**config.mk**
```make
export PLATFORM = sky130hd
export DESIGN_NAME = pwm_multi_ch
export DESIGN_NICKNAME = d
export VERILOG_FILES = /design/src/rtl/pwm_pkg.sv /design/src/rtl/pwm_chan.sv /design/src/rtl/pwm_multi_ch.sv
export SDC_FILE = /design/constraint.sdc
export NUM_CORES = 1
export LEC_CHECK = 0
export CAP_MARGIN = 20
export CORE_MARGIN = 8
export CORE_UTILIZATION = 45
export DETAILED_ROUTE_END_ITERATION = 16
export RECOVER_POWER = 25
export SLEW_MARGIN = 30
export SYNTH_ARGS = -nofsm -noshare
export SYNTH_HDL_FRONTEND = slang
export SYNTH_SLANG_ARGS = --single-unit
```
**constraint.sdc**
```tcl
create_clock -name clk -period 2.85 [get_ports clk]
set_input_delay 0.855 -clock clk [delete_from_list [all_inputs] [get_ports clk]]
set_output_delay 0.855 -clock clk [all_outputs]
set_load 0.05 [all_outputs]
```
**src/rtl/pwm_pkg.sv**
```systemverilog
// Shared constants and helpers for the multi-channel PWM generator.
package pwm_pkg;

    localparam logic MODE_EDGE   = 1'b0;
    localparam logic MODE_CENTER = 1'b1;

    // Write-index width; a single channel still gets a 1-bit index.
    function automatic int clog2_min1(input int n);
        return (n <= 2) ? 1 : $clog2(n);
    endfunction

    // Moves act toward target by at most step (step 0 jumps straight there).
    // The difference is taken one bit wider so it can never wrap.
    function automatic logic [31:0] sat_step(input logic [31:0] act,
                                             input logic [31:0] target,
                                             input logic [31:0] step);
        logic [32:0] diff;
        if (step == 32'd0) begin
            return target;
        end
        if (target >= act) begin
            diff = {1'b0, target} - {1'b0, act};
            return (diff <= {1'b0, step}) ? target : act + step;
        end
        diff = {1'b0, act} - {1'b0, target};
        return (diff <= {1'b0, step}) ? target : act - step;
    endfunction

endpackage

```
**src/rtl/pwm_chan.sv**
```systemverilog
// One PWM channel: target/active duty, ramp at the period boundary,
// registered compare output with polarity, and settled flag.
module pwm_chan
    import pwm_pkg::*;
#(
    parameter int         WIDTH     = 16,
    parameter int         RAMP_STEP = 0,
    parameter logic       POLARITY  = 1'b0
) (
    input  logic             clk,
    input  logic             rst,
    input  logic             pb_i,
    input  logic [WIDTH-1:0] cnt_i,
    input  logic             wr_en_i,
    input  logic [WIDTH-1:0] wr_duty_i,
    output logic             pwm_o,
    output logic             settled_o
);

    logic [WIDTH-1:0] target_q, act_q, act_d;
    logic             pwm_q, settled_q;

    always_comb begin
        act_d = WIDTH'(sat_step(32'(act_q), 32'(target_q), 32'(RAMP_STEP)));
    end

    // act only moves at the boundary, so a period never sees a runt pulse.
    always_ff @(posedge clk) begin
        if (rst) begin
            target_q  <= '0;
            act_q     <= '0;
            pwm_q     <= POLARITY;
            settled_q <= 1'b1;
        end else begin
            if (wr_en_i) begin
                target_q <= wr_duty_i;
            end
            if (pb_i) begin
                act_q <= act_d;
            end
            pwm_q     <= (cnt_i < act_q) ^ POLARITY;
            settled_q <= (act_q == target_q);
        end
    end

    assign pwm_o     = pwm_q;
    assign settled_o = settled_q;

endmodule

```
**src/rtl/pwm_multi_ch.sv**
```systemverilog
// N-channel PWM: shared edge/center-aligned carrier, period/mode shadows
// reloaded at the period boundary, and per-channel write decode.
module pwm_multi_ch
    import pwm_pkg::*;
#(
    parameter int               N           = 4,
    parameter int               WIDTH       = 16,
    parameter int               RAMP_STEP   = 0,
    parameter logic [N-1:0]     POLARITY    = '0,
    parameter logic [WIDTH-1:0] INIT_PERIOD = WIDTH'(9999),
    localparam int              CW          = clog2_min1(N)
) (
    input  logic             clk,
    input  logic             rst,
    input  logic             ce,
    input  logic             mode,
    input  logic [WIDTH-1:0] period,
    input  logic             wr_en,
    input  logic [CW-1:0]    wr_ch,
    input  logic [WIDTH-1:0] wr_duty,
    output logic [N-1:0]     pwm_out,
    output logic [WIDTH-1:0] cnt,
    output logic             period_end,
    output logic [N-1:0]     settled
);

    localparam logic [WIDTH-1:0] ONE = WIDTH'(1);

    logic [WIDTH-1:0] cnt_q, cnt_d, period_q, period_d;
    logic             dir_q, dir_d;     // 1 = counting down
    logic             mode_q, mode_d;
    logic             pe_q;
    logic             pb;

    // Boundary = the tick whose next count is 0. In center mode with P=1
    // the turnaround at the top already lands on 0.
    always_comb begin
        pb = 1'b0;
        if (ce) begin
            if (period_q == '0) begin
                pb = 1'b1;
            end else if (mode_q == MODE_EDGE) begin
                pb = (cnt_q == period_q);
            end else begin
                pb = (cnt_q == ONE) && (dir_q || period_q == ONE);
            end
        end
    end

    always_comb begin
        cnt_d    = cnt_q;
        dir_d    = dir_q;
        period_d = period_q;
        mode_d   = mode_q;
        if (pb) begin
            cnt_d    = '0;
            dir_d    = 1'b0;
            period_d = period;
            mode_d   = mode;
        end else if (ce) begin
            if (mode_q == MODE_EDGE) begin
                cnt_d = cnt_q + ONE;
            end else if (!dir_q && cnt_q == period_q) begin
                dir_d = 1'b1;
                cnt_d = cnt_q - ONE;
            end else if (dir_q) begin
                cnt_d = cnt_q - ONE;
            end else begin
                cnt_d = cnt_q + ONE;
            end
        end
    end

    always_ff @(posedge clk) begin
        if (rst) begin
            cnt_q    <= '0;
            dir_q    <= 1'b0;
            period_q <= INIT_PERIOD;
            mode_q   <= MODE_EDGE;
            pe_q     <= 1'b0;
        end else begin
            cnt_q    <= cnt_d;
            dir_q    <= dir_d;
            period_q <= period_d;
            mode_q   <= mode_d;
            pe_q     <= pb;
        end
    end

    for (genvar i = 0; i < N; i++) begin : g_ch
        pwm_chan #(
            .WIDTH     (WIDTH),
            .RAMP_STEP (RAMP_STEP),
            .POLARITY  (POLARITY[i])
        ) u_chan (
            .clk       (clk),
            .rst       (rst),
            .pb_i      (pb),
            .cnt_i     (cnt_q),
            .wr_en_i   (wr_en && (wr_ch == CW'(i))),
            .wr_duty_i (wr_duty),
            .pwm_o     (pwm_out[i]),
            .settled_o (settled[i])
        );
    end

    assign cnt        = cnt_q;
    assign period_end = pe_q;

endmodule

```
======== Yosys cells after proc, flatten, opt, wreduce, memory -nomap -nowiden ========
Cells that the tools add are included.
cells by class
  add/sub/neg operators ................... 2
  multiplexer cells ....................... 6
  reduce and logical (&&, ||, !) cells .... 12
  $lt $le $gt $ge ......................... 4
  eq/ne operators ......................... 10
operators with widths
  kind                   count
  $eq 16x16->1           5
  $lt 16x16->1           4
  $mux 16                3
  $eq 16x1->1 const B    2
  $add 16x1->16 const B  1
  $logic_not 16->1       1
  $sub 16x1->16 const B  1
  $logic_and 1x1->1      6
  $eq 2x2->1 const B     2
  $mux 1                 3
  $reduce_and 3->1       1
  $eq 2x1->1 const B     1
  $logic_not 2->1        1
  $reduce_or 2->1        1
  $logic_not 1->1        1
  $logic_or 1x1->1       1
word-level totals
  bits in registers ....................... 171
  output and inout bits ................... 25

======== Longest topological paths before layout ========
Gate-level depths: netlist of the first run.
  depth after elaboration ................. 7
  depth in mapped cells ................... 10
  depth with buffers taken out ............ 8

======== By module ========
Synthesis of the first run repeated with hierarchy kept, for this count alone.
second synthesis, totals
  cell total of the unflattened synthesis .. 986
  area, all modules ....................... 9170.0 um^2
modules (own cells, without submodules)
  module        times used  cells each  area each (um^2)  seq. area each (um^2)
  pwm_chan      4           179         1707.9            680.7
  pwm_multi_ch  1           270         2338.5            700.7

======== Least setup slack after synthesis of the first run ========
OpenSTA, ideal clock, no wires.
  path kind ............................... register to register
  start ................................... reg cnt_q[8] (netlist: cnt[8])
  end ..................................... reg cnt_q[5] (netlist: cnt[5])
  required time ........................... 2.771 ns
  data arrival time ....................... 2.637 ns
  slack ................................... 0.134 ns
  clock period less this slack ............ 2.716 ns
  setup time .............................. 0.079 ns
  stages on the path, launching flop included .. 10
  path through ............................ dfxtp_1 -> buf_6 -> xnor2_2 -> nand4_1 -> o41ai_4 -> and2_1 -> buf_4 -> o2bb2ai_1 -> or4b_1 -> o211ai_1
on the way
  word-level cells in the longest chain between the ends .. 6
  elaborated cells on any way between the ends .. 10
  classes of those cells .................. eq/ne (2); mux (5); reduce/logical (3)
ends and longest elaborated chain
  item                       RTL line            text
  from (decl)                pwm_multi_ch.sv:29  logic [WIDTH-1:0] cnt_q, cnt_d, period_q, period_d;
  from (signal assigned)     pwm_multi_ch.sv:82  cnt_q <= cnt_d;
  $eq 16x1->1                pwm_multi_ch.sv:45  pb = (cnt_q == ONE) && (dir_q || period_q == ONE);
  $logic_and 1x1->1          pwm_multi_ch.sv:45
  $mux 1                     pwm_multi_ch.sv:42  end else if (mode_q == MODE_EDGE) begin
  $mux 1                     pwm_multi_ch.sv:40  if (period_q == '0) begin
  $mux 1                     pwm_multi_ch.sv:39  if (ce) begin
  $reduce_or 2->1 (no line)  n/a
Parallel ways exist; a longest one is shown, timed or not.
A chain may end at the register's enable or synchronous reset.

======== Worst setup path in the final report of the first run ========
  start ................................... reg cnt_q[12] (netlist: cnt[12])
  end ..................................... out cnt[12]
RTL lines
  item       RTL line            text
  to (decl)  pwm_multi_ch.sv:22  output logic [WIDTH-1:0] cnt,
No word-level cell between the ends.

==> flow_metrics.tcl, run 1 <==
set metrics [dict create \
    via_per_inst 5.30 \
    gr-total-overflow 0 \
    hold_viol_final 0 \
    cp_slowest_cell "clkdlybuf4s50_1" \
    hp-class "register to register" \
    rsz0062_at_grt "no" \
    grt_first_pass_wirelength_mm 41.0 \
    grt_max_degree 92 \
    antennaDiodeCount 0 \
    cts.sinks 171 \
    route.antenna.remaining_nets 0 \
    synth_cell_types 57 \
    cp-end-kind "primary output" \
    slew-limit-headroom_pct 26.3 \
    power_leakage_uw 0.00425 \
    synth_cells 1137 \
    fin_crit_ns 2.77 \
    dp_hpwl_mm 18.2 \
    cp_top_family "buffers and inverters" \
    clock-root-buffer "clkbuf_16" \
    die_w_um 157 \
    worstSetupPathType "register to primary output" \
    rr_worst_depth 7 \
    drive_above_1_share_pct 6.98 \
    dp_cells 1436 \
    clock_skew_ns 0.0139 \
    htree_levels 4 \
    crit_chain "buf_4 > clkdlybuf4s50_1" \
    netlist_area_sq_um 8940 \
    wire_per_inst_um 17.7 \
    io_pins 64 \
    async_reset_ff_share_pct 0 \
    maxCapViolCount 0 \
    final_area_sq_um 10400 \
    use_met1_pct 29.4 \
    cpPeakStageDelay_ns 0.84 \
    syn2layout_area_growth_pct 16.6 \
    fin_setup_tns_ns 0 \
    clk_pin_slew_ns 0.07 \
    tightest_slew_ns 1.10 \
    place_area_sq_um 9870 \
    period_share_pct 97.3 \
    io_buffers 63 \
    die_area_sq_um 24600 \
    fillers 1895 \
    cts_buffers 17 \
    cts_tree "built" \
    worst-path-stages 2 \
    use_met2_pct 34.0 \
    wl_mm 25.9 \
    seq_area_frac_synth_pct 38.3 \
    cts_hold_buf 0 \
    whs_path_depth 2 \
    synth_seq_cells 171 \
    vias 7778 \
    critPathArrivalTime_ns 1.92 \
    status "finished clean" \
    startpoint_type "register" \
    synthFlopType "dfxtp_1" \
    yosysWarnings 0 \
    drt_first_pass_iters 5 \
    finalSetupViolCount 0 \
    power_density_nw_per_um2 491 \
    instances_no_fill 1468 \
    use_met3_pct 3.87 \
    row_count 51 \
    syn_nets 1239 \
    clk_latency_ns 0.43 \
    synth.avg_cell_area_sq_um 7.86 \
    fmax_mhz 361 \
    gp_congestion 0.839 \
    clk_path_buf_depth 2 \
    gr-usage-all-layers_pct 21.5 \
    fp.dieH_um 157 \
    core-area_sq_um 19500 \
    final_nets 1292 \
    drtIter0Drc 481 \
    grt_pass1_vias 7469 \
    drv_slew 0 \
    top_usage_layer "met2" \
    cp_data_required_time_ns 2.00 \
    post-route-drc-count 0 \
    worst-path-max-fanout 12 \
    crit_buf_inv 2 \
    antenna_found_initial 0 \
    finalPower_uw 5120 \
    ir_worst_vdd_mv 0.444 \
    synth_edf_count 0 \
    start_util_pct 45.9 \
]
[metal layers]
metal | wire length [um] | share of wire, %
met5 | 0 | 0
met3 | 1300 | 5.0
met1 | 12500 | 48
met2 | 11700 | 45
met4 | 393 | 1.5
[worst min-delay path, stage by stage, from the launching register on]
cell and delay (ns):
dfxtp_1 0.33, nand2_1 0.06, a21oi_1 0.05
[path summary, 6_finish.rpt]
| check | start | to | slack, ns |
|---|---|---|---|
| max | cnt[12]$_SDFFE_PP0P_ | cnt[12] | 0.08 |
| min | g_ch[1].u_chan.act_q[5]$_SDFFE_PP0P_ | g_ch[1].u_chan.act_q[5]$_SDFFE_PP0P_ | 0.48 |
| max reg2reg | cnt[2]$_SDFFE_PP0P_ | cnt[12]$_SDFFE_PP0P_ | 0.28 |
| min reg2reg | g_ch[1].u_chan.act_q[5]$_SDFFE_PP0P_ | g_ch[1].u_chan.act_q[5]$_SDFFE_PP0P_ | 0.48 |
[placed cells by master, fill, tap and decap left out, types with 3 or more instances in the layout]
cell type        netlist  layout
a32oi_1                3       3
a21o_1                20      20
mux2i_1                4       4
xnor2_1               16      16
nand2_1              313     312
nor2b_1                6       6
ha_1                  63      63
xor2_1                64      64
inv_6                  0       4
a31oi_1                6       6
nand2b_1               5       5
nand3_1               21      21
or3_1                  5       5
and3_1                11      11
a221o_1                4       4
clkbuf_1              42       6
a211oi_1               3       3
buf_4                 17      42
clkinv_4               0       3
a21oi_1              159     159
dlymetal6s2s_1         0       3
inv_1                 66      66
clkbuf_16              0      17
dfxtp_1              171     171
nor4_1                24      24
nand4_1               15      15
nor2_1                19      18
o21ai_0               16      16
clkdlybuf4s50_1        0      52
nor3_1                10      10
and4_1                 4       4
[state kept, by name, indices dropped and copies added (netlist names)]
| name | cells |
|---|---|
| period_q | 16 |
| g_ch.u_chan.act_d | 64 |
| cnt | 16 |
| g_ch.u_chan.act_q | 64 |
| dir_q | 1 |
| mode_q | 1 |
| period_end | 1 |
| g_ch.u_chan.settled_o | 4 |
| g_ch.u_chan.pwm_o | 4 |
[per-stage QoR]
step	util, %	setup slack [ns]	hold WS (ns)
6_report	53.6	0.0763	0.483
5_1_grt	53.6	0.0323	0.506
4_1_cts	53.6	0.00406	0.482
3_5_place_dp	50.7	0.329	0.472
3_3_place_gp	50.7	0.308	0.464
2_1_floorplan	-	0.134	0.457
[final cells by class]
cell class | instances | area, sq um | share of cell area, %
inverters | 68 | 255 | 2.45
clock inverters | 11 | 109 | 1.04
multi-input cells | 829 | 4920 | 47.2
flip-flops and latches | 171 | 3420 | 32.8
clock buffers | 21 | 450 | 4.32
well taps | 265 | 332 | 3.18
repair buffers | 103 | 935 | 8.97
[kinds of logic (layout without fill, tap and decap cells)]
family	count (synthesis)	after routing	share of synthesized area, %
xor gates and xnor gates	82	82	8.20
muxes	4	4	0.448
adders and majority gates	63	63	8.81
AOI/OAI and AO/OA	233	233	15.3
DFF	171	171	38.3
and+or+nand+nor	447	447	22.0
buffers and inverters	137	203	6.87
[power breakdown]
group	total (uW)	internal (uW)	switching, uW
combinational	405	162	243
clock	2240	1240	1000
sequential	2470	2430	41.4
[what timing repair did]
action | 4_1_cts | 5_1_grt
hold endpoints to repair | 0 | 0
gates resized for setup | 0 | 3
setup buffers | 0 | 0
endpoints found under the setup margin | 0 | 3
[synth_stat cells (3+ instances only)]
master / number / area (sq um)
nor2b_1: 6 / 37.5
nand2_1: 313 / 1170
a21oi_1: 159 / 796
nand2b_1: 5 / 31.3
dfxtp_1: 171 / 3420
a32oi_1: 3 / 26.3
a221o_1: 4 / 40.0
ha_1: 63 / 788
and3_1: 11 / 68.8
buf_2: 5 / 25.0
o21ai_0: 16 / 80.1
clkbuf_1: 42 / 158
buf_6: 4 / 45.0
and4_1: 4 / 35.0
mux2i_1: 4 / 40.0
a211oi_1: 3 / 22.5
inv_1: 66 / 248
nor4_1: 24 / 150
nand3_1: 21 / 105
nor3_1: 10 / 50.1
a31oi_1: 6 / 37.5
xor2_1: 64 / 561
a21o_1: 20 / 150
or3_1: 5 / 31.3
nand4_1: 15 / 93.8
buf_4: 17 / 128
xnor2_1: 16 / 140
nor2_1: 19 / 71.3
Note: power is estimated with default switching activity, not from simulation.
==> run 2, diff against run 1 <==
- MAX_ROUTING_LAYER: default -> met4
==> run 2 against run 1 <==
Effect of this change:
- register-to-register slack about the same
- utilization unchanged
- global-route usage increased by 0.60 points
==> flow_metrics.tcl, run 2 (synthesis gave the netlist of run 1 again) <==
set metrics [dict create \
    status "finished clean" \
    whs_path_depth 2 \
    final_cell_mix "nand2_1 (312), dfxtp_1 (171), a21oi_1 (159), inv_1 (66), xor2_1 (64)" \
    start_util_pct 45.9 \
    finalSetupViolCount 0 \
    drive_above_1_share_pct 6.98 \
    final_common_cell "nand2_1" \
    slew-limit-headroom_pct 27.4 \
    holdCritStartpoint "g_ch[1].u_chan.act_d[15]$_SDFFE_PP0P_" \
    hold_viol_final 0 \
    final_nets 1292 \
    ir_worst_vdd_mv 0.438 \
    antenna_found_initial 0 \
    row_count 51 \
    period_share_pct 97.5 \
    clock-root-buffer "clkbuf_16" \
    cpPeakStageDelay_ns 0.84 \
    die_w_um 157 \
    tightest_slew_ns 1.09 \
    post-route-drc-count 0 \
    syn2layout_area_growth_pct 16.6 \
    critPathArrivalTime_ns 1.92 \
    rsz0062_at_grt "no" \
    gr-usage-all-layers_pct 22.1 \
    maxCapViolCount 0 \
    cp-end-kind "primary output" \
    clock_skew_ns 0.0111 \
    crit_buf_inv 2 \
    cts_setup_buffers 0 \
    core-area_sq_um 19500 \
    gr-total-overflow 0 \
    dp_hpwl_mm 18.2 \
    grt_pass1_vias 7490 \
    cts_tree "built" \
    drt_first_pass_iters 7 \
    route.antenna.remaining_nets 0 \
    gp_congestion 0.852 \
    worst-path-max-fanout 12 \
    dp_cells 1436 \
    vias 7801 \
    fp.dieH_um 157 \
    htree_levels 4 \
    rr_worst_depth 7 \
    fin_crit_ns 2.78 \
    instances_no_fill 1468 \
    drtIter0Drc 508 \
    power_leakage_uw 0.00425 \
    wl_mm 25.9 \
    hp-class "register to register" \
    cp_top_family "buffers and inverters" \
    worstSetupPathType "register to primary output" \
    holdPathEnd "g_ch[1].u_chan.act_q[15]$_SDFFE_PP0P_" \
    r2r-start "cnt[2]$_SDFFE_PP0P_" \
    io_buffers 63 \
    wire_per_inst_um 17.6 \
    antennaDiodeCount 0 \
    io_pins 64 \
    cts.sinks 171 \
    reg2reg_to "cnt[12]$_SDFFE_PP0P_" \
    grt_first_pass_wirelength_mm 41.0 \
    cp_slowest_cell "clkdlybuf4s50_1" \
    fin_setup_tns_ns 0 \
    reg2reg_slack_ns 0.28 \
    fmax_mhz 360 \
    crit_chain "buf_4 > clkdlybuf4s50_1" \
    clk_pin_slew_ns 0.07 \
    grt_max_degree 92 \
    via_per_inst 5.31 \
    cp_data_required_time_ns 2.00 \
    drv_slew 0 \
    hold-worst-slack_ns 0.481 \
    clk_latency_ns 0.43 \
    power_density_nw_per_um2 491 \
    clk_path_buf_depth 2 \
    startpoint_type "register" \
    cts_buffers 17 \
    die_area_sq_um 24600 \
    fillers 1895 \
]
run 2: cell counts in the layout (fill, tap and decap cells not counted):
No cell type changed its count.
run 2: final cells by class:
cell class	count	area [sq um]	area share, %
Timing Repair Buffer	103	935	8.97
Inverter	68	255	2.45
Tap cell	265	332	3.18
Clock buffer	21	450	4.32
Sequential cell	171	3420	32.8
Clock inverter	11	109	1.04
Multi-Input combinational cell	829	4920	47.2
run 2: timing repair:
action	4_1_cts	5_1_grt
gates resized for setup	0	3
endpoints found under the setup margin	0	3
hold buffers	0	0
run 2: power by group:
group | total [uW] | switching, uW | internal, uW
sequential | 2470 | 41.2 | 2430
clock | 2240 | 996 | 1240
combinational | 404 | 243 | 162
run 2: worst min-delay path: cells and delay by family, from the launching register on:
kind            cells  cell delay, ns
flops               1            0.33
compound gates      1            0.05
simple gates        1            0.06
run 2: worst max path at each step:
stage                         startpoint                    to  cells past startpoint
finish              cnt[12]$_SDFFE_PP0P_               cnt[12]                      2
global route        cnt[12]$_SDFFE_PP0P_               cnt[12]                      2
CTS                 cnt[10]$_SDFFE_PP0P_               cnt[10]                      2
detailed placement   cnt[2]$_SDFFE_PP0P_  cnt[12]$_SDFFE_PP0P_                      7
global placement     cnt[2]$_SDFFE_PP0P_  cnt[12]$_SDFFE_PP0P_                      7
floorplan            cnt[8]$_SDFFE_PP0P_   cnt[5]$_SDFFE_PP0P_                      9
run 2: metrics by stage:
stage | setup slack, ns | total power (uW) | area (sq um) | utilization [%]
2_1_floorplan | 0.134 | 2760 | 8940 | -
3_3_place_gp | 0.308 | 2930 | 9870 | 50.7
3_5_place_dp | 0.329 | 2940 | 9870 | 50.7
4_1_cts | 0.00406 | 5170 | 10400 | 53.6
5_1_grt | 0.0343 | 5300 | 10400 | 53.6
6_report | 0.0707 | 5110 | 10400 | 53.6
run 2: metal layers:
layer / GRT usage, % / wire length (um)
met3: 3.73 / 1160
met2: 34.1 / 11700
met5: - / 0
met4: 5.63 / 388
met1: 29.6 / 12700
==> run 3, diff against run 2 <==
- CORE_MARGIN: 8 -> default
- REMOVE_ABC_BUFFERS: default -> 1
==> run 3 against run 2 <==
Effect of this change:
- via count is 1.4% lower
- worst hold slack worse by 0.0050 ns
- final cell count is 0.27% higher
- first-iteration DRC count is 2.2% higher
- global-route usage is 4.3 points higher
- routed wire length is 2.1% lower
- non-clock buffer count is 5 higher
- utilization is 0.10 points higher
- clock power is 4% lower
- die area is 17% lower
- worst setup slack better by 0.0011 ns
- clock skew is 0.00078 ns higher
- critical endpoint is now cnt[3]
- largest power group unchanged
- highest routed layer unchanged
==> flow_metrics.tcl, run 3 (synthesis gave the netlist of run 1 again) <==
set metrics [dict create \
    ir_worst_vdd_mv 0.431 \
    startpoint_type "register" \
    final_cell_mix "nand2_1 (312), dfxtp_1 (171), a21oi_1 (159), inv_1 (66), xor2_1 (64)" \
    htree_levels 4 \
    crit_path_end "cnt[3]" \
    power_leakage_uw 0.00423 \
    finalSetupViolCount 0 \
    tightest_slew_ns 0.955 \
    die_w_um 143 \
    period_share_pct 97.5 \
    gp_congestion 0.907 \
    via_per_inst 5.23 \
    place_area_sq_um 9910 \
    core-area_sq_um 19500 \
    clock-root-buffer "clkbuf_16" \
    antenna_found_initial 0 \
    clk_latency_ns 0.43 \
    cts_setup_buffers 0 \
    clk_pin_slew_ns 0.06 \
    grt_pass1_vias 7046 \
    slew-limit-headroom_pct 36.3 \
    cts_hold_buf 0 \
    status "finished clean" \
    final_nets 1297 \
    syn2layout_area_growth_pct 16.8 \
    grt_max_degree 122 \
    final_area_sq_um 10400 \
    gr-usage-all-layers_pct 26.4 \
    die_area_sq_um 20400 \
    wl_mm 25.3 \
    fin_crit_ns 2.78 \
    rr_worst_depth 8 \
    clk_path_buf_depth 2 \
    cp_data_required_time_ns 2.00 \
    cts_tree "built" \
    rsz0062_at_grt "no" \
    route.antenna.remaining_nets 0 \
    drtIter0Drc 519 \
    drt_first_pass_iters 5 \
    fin_setup_tns_ns 0 \
    gr-total-overflow 0 \
    reg2reg_slack_ns 0.21 \
    fillers 1883 \
    critPathArrivalTime_ns 1.92 \
    final_common_cell "nand2_1" \
    power_density_nw_per_um2 482 \
    post-route-drc-count 0 \
    row_count 51 \
    dp_hpwl_mm 17.0 \
    cts_resized 0 \
    hold_viol_final 0 \
    fp.dieH_um 143 \
    wire_per_inst_um 17.2 \
    worst-path-max-fanout 10 \
    cp-end-kind "primary output" \
    grt_first_pass_wirelength_mm 39.1 \
    worstSetupPathType "register to primary output" \
    whs_path_depth 2 \
    reg2reg_to "cnt[15]$_SDFFE_PP0P_" \
    io_pins 64 \
    hp-class "register to register" \
    fmax_mhz 360 \
    crit_start "cnt[3]$_SDFFE_PP0P_" \
    antennaDiodeCount 0 \
    clock_skew_ns 0.0119 \
    cts.sinks 171 \
    start_util_pct 45.9 \
    io_buffers 63 \
    drive_above_1_share_pct 7.62 \
    cts_buffers 17 \
    utilization_pct 53.7 \
    drv_slew 0 \
    maxCapViolCount 0 \
    r2r-start "cnt[6]$_SDFFE_PP0P_" \
    vias 7694 \
]
[run 3: changes by cell type in the layout (fill, tap and decap cells not counted), sizes merged]
cell / delta
buf: +7
bufinv: -1
clkbuf: -2
clkdlybuf4s50: +1
clkinv: +3
clkinvlp: -1
dlymetal6s2s: -3
[run 3: worst max-delay path, stage by stage, from the launching register on]
cell	delay [ns]
dfxtp_1	0.40
buf_4	0.26
clkdlybuf4s50_1	0.84
[run 3: routing by layer]
layer  track usage [%]  share of wire [%]  vias to the layer above  wire length (um)
li1                  -                  -                     3931                 -
met2              39.9                 44                      184             11200
met1              36.1                 49                     3552             12500
met4              7.47                1.4                        0               353
met3              4.39                4.8                       27              1220
met5                 -                  0                        -                 0
[run 3: layout make-up]
type | instances | area, sq um | area share, %
Inverter | 68 | 255 | 2.44
Timing Repair Buffer | 108 | 972 | 9.31
Multi-Input combinational cell | 829 | 4930 | 47.2
Tap cell | 265 | 332 | 3.17
Clock buffer | 19 | 443 | 4.24
Clock inverter | 12 | 91.3 | 0.875
Sequential cell | 171 | 3420 | 32.8
[run 3: how the worst min path moves through the flow]
stage                                                startpoint  slack, ns                                     to
after global placement    g_ch[2].u_chan.act_d[11]$_SDFFE_PP0P_       0.47  g_ch[2].u_chan.act_q[11]$_SDFFE_PP0P_
after floorplan            g_ch[3].u_chan.act_d[0]$_SDFFE_PP0P_       0.45   g_ch[3].u_chan.act_q[0]$_SDFFE_PP0P_
after CTS                  g_ch[3].u_chan.act_d[7]$_SDFFE_PP0P_       0.48   g_ch[3].u_chan.act_q[7]$_SDFFE_PP0P_
after global routing      g_ch[3].u_chan.act_d[11]$_SDFFE_PP0P_       0.50  g_ch[3].u_chan.act_d[11]$_SDFFE_PP0P_
final                      g_ch[3].u_chan.act_d[7]$_SDFFE_PP0P_       0.48   g_ch[3].u_chan.act_q[7]$_SDFFE_PP0P_
after detailed placement   g_ch[3].u_chan.act_d[7]$_SDFFE_PP0P_       0.47   g_ch[3].u_chan.act_q[7]$_SDFFE_PP0P_
[run 3: metrics by stage]
| stage | power [uW] | setup slack (ns) | cells | hold slack (ns) |
|---|---|---|---|---|
| 3_5_place_dp | 2940 | 0.0760 | 1441 | 0.469 |
| 6_report | 5030 | 0.0719 | 1472 | 0.476 |
| 3_3_place_gp | 2940 | 0.0271 | 1441 | 0.465 |
| 2_1_floorplan | 2710 | -2.05 | 1068 | 0.451 |
| 5_1_grt | 5210 | 0.0307 | 1472 | 0.498 |
| 4_1_cts | 5080 | 0.0312 | 1472 | 0.478 |
[run 3: power breakdown]
part	internal, uW	total [uW]	switching, uW
registers	2430	2470	34.2
clock network	1150	2150	1010
logic	164	415	251
